`src/rtl/cla_addsub_pipe_if.sv`:
```
`default_nettype none
// ============================================================================
// Module   : cla_addsub_pipe_if
// Purpose  : Operand / result handshake bundle for cla_addsub_pipe.
// Revision : 1.0 - initial release
// ============================================================================
interface cla_addsub_pipe_if #(
  parameter int WIDTH = 32
);
  logic             in_valid;
  logic             in_ready;
  logic [WIDTH-1:0] a;
  logic [WIDTH-1:0] b;
  logic             cin;
  logic             sub;
  logic             out_valid;
  logic             out_ready;
  logic [WIDTH-1:0] sum;
  logic             cout;
  logic             overflow;
  logic             zero;

  modport master (
    output in_valid, a, b, cin, sub, out_ready,
    input  in_ready, out_valid, sum, cout, overflow, zero
  );

  modport slave (
    input  in_valid, a, b, cin, sub, out_ready,
    output in_ready, out_valid, sum, cout, overflow, zero
  );
endinterface
`default_nettype wire

```
`src/rtl/cla_addsub_pipe.sv`:
```
`default_nettype none
// ============================================================================
// Module   : cla_addsub_pipe
// Purpose  : Pipelined carry-lookahead adder/subtractor, one segment per stage,
//            with a registered result/flag rank and valid/ready flow control.
// Revision : 1.0 - initial release
// ============================================================================
module cla_addsub_pipe #(
  parameter int WIDTH = 32,
  parameter int GRP   = 4,
  parameter int NSEG  = 2
) (
  input  logic             clk,
  input  logic             rst,
  cla_addsub_pipe_if.slave bus
);

  localparam int SW   = WIDTH / NSEG;
  localparam int NGRP = SW / GRP;

  if (NSEG < 1 || NSEG > 8 || (WIDTH % (NSEG * GRP)) != 0) begin : g_bad_params
    $error("cla_addsub_pipe: NSEG must be 1..8 and WIDTH a multiple of NSEG*GRP");
  end

  logic             en;
  logic             out_vld_q;
  logic [WIDTH-1:0] sum_q;
  logic             cout_q;
  logic             ov_q;
  logic             zero_q;

  // Every rank advances together; a held result freezes the whole pipe.
  assign en           = ~out_vld_q | bus.out_ready;
  assign bus.in_ready = en;

  // Carries c[0..SW] of one segment: flattened lookahead inside each group,
  // ripple from group to group.
  function automatic logic [SW:0] seg_carries(input logic [SW-1:0] sa,
                                              input logic [SW-1:0] sbx,
                                              input logic          ci);
    logic [SW:0]    c;
    logic [GRP-1:0] gg;
    logic [GRP-1:0] pp;
    logic           acc;
    logic           term;
    c    = '0;
    c[0] = ci;
    for (int grp = 0; grp < NGRP; grp++) begin
      gg = sa[grp*GRP +: GRP] & sbx[grp*GRP +: GRP];
      pp = sa[grp*GRP +: GRP] | sbx[grp*GRP +: GRP];
      for (int i = 1; i <= GRP; i++) begin
        acc = c[grp*GRP];
        for (int j = 0; j < i; j++) begin
          acc = acc & pp[j];
        end
        for (int j = 0; j < i; j++) begin
          term = gg[j];
          for (int m = j + 1; m < i; m++) begin
            term = term & pp[m];
          end
          acc = acc | term;
        end
        c[grp*GRP + i] = acc;
      end
    end
    return c;
  endfunction

  for (genvar k = 0; k < NSEG; k++) begin : g_stage
    localparam int REM  = WIDTH - k * SW;  // operand bits from this segment up
    localparam int DONE = (k + 1) * SW;    // result bits known after this stage

    logic            vld_in;
    logic [REM-1:0]  a_in;
    logic [REM-1:0]  bx_in;
    logic            c_in;
    logic [SW:0]     car;
    logic [SW-1:0]   seg_sum;
    logic [DONE-1:0] s_d;
    logic            vld_q;
    logic            c_q;
    logic [DONE-1:0] s_q;

    if (k == 0) begin : g_head
      assign vld_in = bus.in_valid;
      assign a_in   = bus.a;
      assign bx_in  = bus.sub ? ~bus.b : bus.b;
      assign c_in   = bus.cin ^ bus.sub;
      assign s_d    = seg_sum;
    end else begin : g_body
      assign vld_in = g_stage[k-1].vld_q;
      assign a_in   = g_stage[k-1].g_skew.a_q;
      assign bx_in  = g_stage[k-1].g_skew.bx_q;
      assign c_in   = g_stage[k-1].c_q;
      assign s_d    = {seg_sum, g_stage[k-1].s_q};
    end

    assign car     = seg_carries(a_in[SW-1:0], bx_in[SW-1:0], c_in);
    assign seg_sum = a_in[SW-1:0] ^ bx_in[SW-1:0] ^ car[SW-1:0];

    always_ff @(posedge clk) begin
      if (rst) begin
        vld_q <= 1'b0;
        c_q   <= 1'b0;
        s_q   <= '0;
      end else if (en) begin
        vld_q <= vld_in;
        c_q   <= car[SW];
        s_q   <= s_d;
      end
    end

    if (k < NSEG - 1) begin : g_skew
      logic [REM-SW-1:0] a_q;
      logic [REM-SW-1:0] bx_q;

      always_ff @(posedge clk) begin
        if (rst) begin
          a_q  <= '0;
          bx_q <= '0;
        end else if (en) begin
          a_q  <= a_in[REM-1:SW];
          bx_q <= bx_in[REM-1:SW];
        end
      end
    end else begin : g_tail
      // Carry into the MSB is kept for the signed-overflow flag.
      logic cm_q;

      always_ff @(posedge clk) begin
        if (rst) begin
          cm_q <= 1'b0;
        end else if (en) begin
          cm_q <= car[SW-1];
        end
      end
    end
  end

  always_ff @(posedge clk) begin
    if (rst) begin
      out_vld_q <= 1'b0;
      sum_q     <= '0;
      cout_q    <= 1'b0;
      ov_q      <= 1'b0;
      zero_q    <= 1'b0;
    end else if (en) begin
      out_vld_q <= g_stage[NSEG-1].vld_q;
      sum_q     <= g_stage[NSEG-1].s_q;
      cout_q    <= g_stage[NSEG-1].c_q;
      ov_q      <= g_stage[NSEG-1].g_tail.cm_q ^ g_stage[NSEG-1].c_q;
      zero_q    <= ~|g_stage[NSEG-1].s_q;
    end
  end

  assign bus.out_valid = out_vld_q;
  assign bus.sum       = sum_q;
  assign bus.cout      = cout_q;
  assign bus.overflow  = ov_q;
  assign bus.zero      = zero_q;

endmodule
`default_nettype wire

```
`src/flat_wrapper.sv`:
```
// flat-port wrapper written by rule: the top's interface ports become plain ports
module cla_addsub_pipe_flat 
#(
  parameter int WIDTH = 32,
  parameter int GRP   = 4,
  parameter int NSEG  = 2
)
  (clk, rst, bus_in_valid, bus_a, bus_b, bus_cin, bus_sub, bus_out_ready, bus_in_ready, bus_out_valid, bus_sum, bus_cout, bus_overflow, bus_zero);
  cla_addsub_pipe_if #(.WIDTH(WIDTH)) bus_i ();
  input  logic clk;
  input  logic rst;
  input wire logic [$bits(bus_i.in_valid)-1:0] bus_in_valid;
  input wire logic [$bits(bus_i.a)-1:0] bus_a;
  input wire logic [$bits(bus_i.b)-1:0] bus_b;
  input wire logic [$bits(bus_i.cin)-1:0] bus_cin;
  input wire logic [$bits(bus_i.sub)-1:0] bus_sub;
  input wire logic [$bits(bus_i.out_ready)-1:0] bus_out_ready;
  output wire logic [$bits(bus_i.in_ready)-1:0] bus_in_ready;
  output wire logic [$bits(bus_i.out_valid)-1:0] bus_out_valid;
  output wire logic [$bits(bus_i.sum)-1:0] bus_sum;
  output wire logic [$bits(bus_i.cout)-1:0] bus_cout;
  output wire logic [$bits(bus_i.overflow)-1:0] bus_overflow;
  output wire logic [$bits(bus_i.zero)-1:0] bus_zero;
  assign bus_i.in_valid = bus_in_valid;
  assign bus_i.a = bus_a;
  assign bus_i.b = bus_b;
  assign bus_i.cin = bus_cin;
  assign bus_i.sub = bus_sub;
  assign bus_i.out_ready = bus_out_ready;
  assign bus_in_ready = bus_i.in_ready;
  assign bus_out_valid = bus_i.out_valid;
  assign bus_sum = bus_i.sum;
  assign bus_cout = bus_i.cout;
  assign bus_overflow = bus_i.overflow;
  assign bus_zero = bus_i.zero;
  cla_addsub_pipe #(.WIDTH(WIDTH), .GRP(GRP), .NSEG(NSEG)) u_core (.clk(clk), .rst(rst), .bus(bus_i));
endmodule
```
`config.mk`:
```
export PLATFORM = sky130hd
export DESIGN_NAME = cla_addsub_pipe_flat
export DESIGN_NICKNAME = d
export VERILOG_FILES = /design/src/rtl/cla_addsub_pipe_if.sv /design/src/rtl/cla_addsub_pipe.sv /design/src/flat_wrapper.sv
export SDC_FILE = /design/constraint.sdc
export NUM_CORES = 1
export LEC_CHECK = 0
export BUFFER_PORTS_ARGS = -buffer_cell sky130_fd_sc_hd__buf_2
export CORE_MARGIN = 3
export CORE_UTILIZATION = 30
export CTS_CLUSTER_SIZE = 8
export DETAILED_ROUTE_END_ITERATION = 16
export PLACE_DENSITY = 0.48
export REMOVE_ABC_BUFFERS = 1
export SLEW_MARGIN = 5
export SYNTH_ARGS = -nofsm -noshare
export SYNTH_HDL_FRONTEND = slang
export SYNTH_SLANG_ARGS = --single-unit
```
`constraint.sdc`:
```
create_clock -name clk -period 5.4 [get_ports clk]
set_input_delay 1.62 -clock clk [delete_from_list [all_inputs] [get_ports clk]]
set_output_delay 1.62 -clock clk [all_outputs]
set_load 0.1 [all_outputs]
```
==> metrics <==
status=completed; clock period minus worst slack=4210 ps; CTS tree=built; routed length per placed instance=12.6 µm; required time worst endpoint=5730 ps; WP data arrival=4540 ps; CP peak stage delay=480 ps; WL final=14700 µm; Static Leak=3.61 nW; die area=23100 µm²; M1 wire length=7370 µm; worst rel slew slack=42.6%; largest net degree at the start of global routing=79; placed cells=1136; metal2 WL=6590 µm; clock network power share=42.6%; cts bufs inserted=17; Initial Utilization=31.1%; DRC Markers=0; die height=152 µm; CTS H-tree depth=4; clk slew on worst S/H paths=50 ps; switching share of power=28.8%; Fillers=2285; startpoint types=input pin; via count=5046; Async SR Flop Fraction=0%; DR pass1 iterations=4; GPL Wtd Cong=0.744; Top FF cell, synth=dfxtp_1; sequential element share of the synthesized area=37.9%; port bufs=106; DP Wirelength=10400 µm; Non-Filler Instances=1168; unrepaired setup endpoints after global routing=no; post-synth top area share=37.9%; max cap viols=0; HP Class=reg -> reg; n_diodes=0; DRT iter0 DRCs=251; Synth top cells by count=nand2_1, dfxtp_1, a21oi_1; number of synthesized flops with an enable pin=0; first-pass GRT wire length=24400 µm; final setup TNS=0 ps; most repeated cell in the gate-level netlist after synthesis=nand2_1; top layer in use=met4; Final setup viols=0; part of the power in registers=37.7%; Mapped Cells=794; Final #Nets=1027; area delta synth->final=21.8%; crit path cell chain=buf_2 > xor2_1 > inv_1 > ha_1 > a221oi_1 > a21oi_1 > o41ai_2 > a21oi_1 > nor2_1 > nor2_1 > fa_1 > xnor2_1 > nand2_1 > a21oi_1; Core ar.=20600 µm²; skew final=3.97 ps; vias in the first global route=4955; CP Capture Type=flop; CTS sink count=121; top post-synthesis cells by area=dfxtp_1, ha_1, nand2_1; grt total ovfl=0; Site Rows=52; Internal Power=1.97 mW; PwrDens=356 nW/µm²; most frequent CP cell=a21oi_1; initial antenna violation count=0; Slowest cell on crit path=o41ai_2; yosys synthesis warning count=0; Worst-Margin Slew=861 ps; combinational share of power=19.8%; Clock Tree Root=clkbuf_16; Resize count post-CTS=0; post-route clock period utilization=78.0%; Clock Path Buffers=2; library cells used by synthesis=43; Die X=152 µm; Post-CTS Hold Fix Bufs=0; Overall Global Routing Usage=12.8%; switching pwr=800 µW; layout cells sized above 1=16.6%; Crit Path Max Fanout=12; vias per inst=4.32; final hold vios=0; WL met3=582 µm; # IOs=107; synthesized area=6400 µm²; Max Fclk=238 MHz; cell taking the most area after synthesis=dfxtp_1; worst vdd ir=155 µV; critical path class=in -> reg; Final ANT Viol Nets=0; #FFs+latches synth=121; Mapped Avg Cell Area=8.06 µm²; Worst-Skew Late Latency=410 ps; Max Transition Viols Final=0; postcts setup bufs=0
==> per-layer routing <==
| layer | track usage, % | vias up |
|---|---|---|
| met4 | 4.11 | 0 |
| li1 | - | 2752 |
| met2 | 19.6 | 84 |
| met5 | 0 | - |
| met1 | 17.4 | 2199 |
| met3 | 3.67 | 11 |
==> cells in the final DEF (no fill, tap or decap), drive strengths merged, types with 2 or more instances in the layout <==
master / Yosys / final
nor2: 52 / 52
o211ai: 2 / 2
fa: 8 / 8
buf: 6 / 116
a211oi: 30 / 30
bufinv: 0 / 4
a311oi: 3 / 3
xor2: 37 / 37
ha: 64 / 64
o21ai: 4 / 4
dfxtp: 121 / 121
xnor2: 17 / 17
nor3b: 2 / 2
o21bai: 3 / 3
or3: 5 / 5
o41ai: 2 / 2
nand2: 170 / 170
a211o: 2 / 2
nor2b: 5 / 5
nor3: 9 / 9
a21o: 2 / 2
a21oi: 97 / 97
clkbuf: 38 / 24
clkinv: 0 / 3
nor4: 9 / 9
nand3: 3 / 3
inv: 81 / 81
nand4: 2 / 2
nand2b: 6 / 6
nand3b: 4 / 4
==> power by group through the flow <==
stage | Clock, mW | Sequential (mW) | Combinational, mW
2_1_floorplan | 0 | 1.18 | 0.286
3_3_place_gp | 0 | 1.06 | 0.553
3_5_place_dp | 0 | 1.06 | 0.555
4_1_cts | 1.21 | 1.05 | 0.559
5_1_grt | 1.26 | 1.06 | 0.615
6_report | 1.18 | 1.05 | 0.548
==> critical path: cells and delay by family <==
family	cells	cell delay, ps
xor gates and xnor gates	2	390
adders and majority gates	2	590
and+or+nand+nor	3	260
buffers and inverters	2	400
AOI/OAI and AO/OA	5	1280
==> final cells by class <==
class,count,area (µm²),share of cell area [%]
timing repair buffer,116,608,7.80
clock inverter,8,143,1.83
sequential,121,2420,31.1
clock buffer,24,472,6.05
inverter,81,307,3.93
multi-input combinational,548,3510,45.0
tap,270,338,4.33
==> path summary, 6_finish.rpt <==
kind,end,slack (ps),depth (start not counted),from
max,u_core.g_stage[0].s_q[13]$_SDFFE_PP0P_,1190,14,bus_sub
min,u_core.bus.sum[24]$_SDFFE_PP0P_,440,2,u_core.bus.sum[24]$_SDFFE_PP0P_
max reg2reg,u_core.g_stage[1].s_q[29]$_SDFFE_PP0P_,2760,9,u_core.g_stage[0].g_skew.a_q[4]$_SDFFE_PP0P_
min reg2reg,u_core.bus.sum[24]$_SDFFE_PP0P_,440,2,u_core.bus.sum[24]$_SDFFE_PP0P_
==> metrics by stage <==
stage / hold WS (ps) / area, µm² / setup slack (ps) / util [%] / total power [mW]
after floorplan: 426 / 6220 / -4820 / - / 1.46
after detailed placement: 441 / 7180 / 709 / 34.9 / 1.62
after global routing: 466 / 7790 / 821 / 37.9 / 2.94
final: 444 / 7790 / 1190 / 37.9 / 2.77
after global placement: 436 / 7180 / 753 / 34.9 / 1.61
after CTS: 448 / 7790 / 1140 / 37.9 / 2.82
==> logic make-up after synthesis <==
group,count (synthesis),share of synthesized area (%)
AND/OR/NAND/NOR,269,17.7
AO/OA/AOI/OAI,153,14.5
buffers and inverters,125,7.45
flip-flops,121,37.9
adder cells (fa/ha/maj),72,15.0
XOR/XNOR,54,7.51
==> sequential cells by signal, indices dropped and copies added, names as in the netlist <==
name                        cells
u_core.g_stage.s_q             48
u_core.bus.overflow             1
u_core.g_stage.g_skew.a_q      16
u_core.bus.zero                 1
u_core.g_stage.vld_q            2
u_core.g_stage.c_q              2
u_core.bus.sum                 32
u_core.bus.cout                 1
u_core.g_stage.g_tail.cm_q      1
u_core.g_stage.g_skew.bx_q     16
u_core.bus.out_valid            1
No activity file was read; power rests on OpenSTA's default activity.
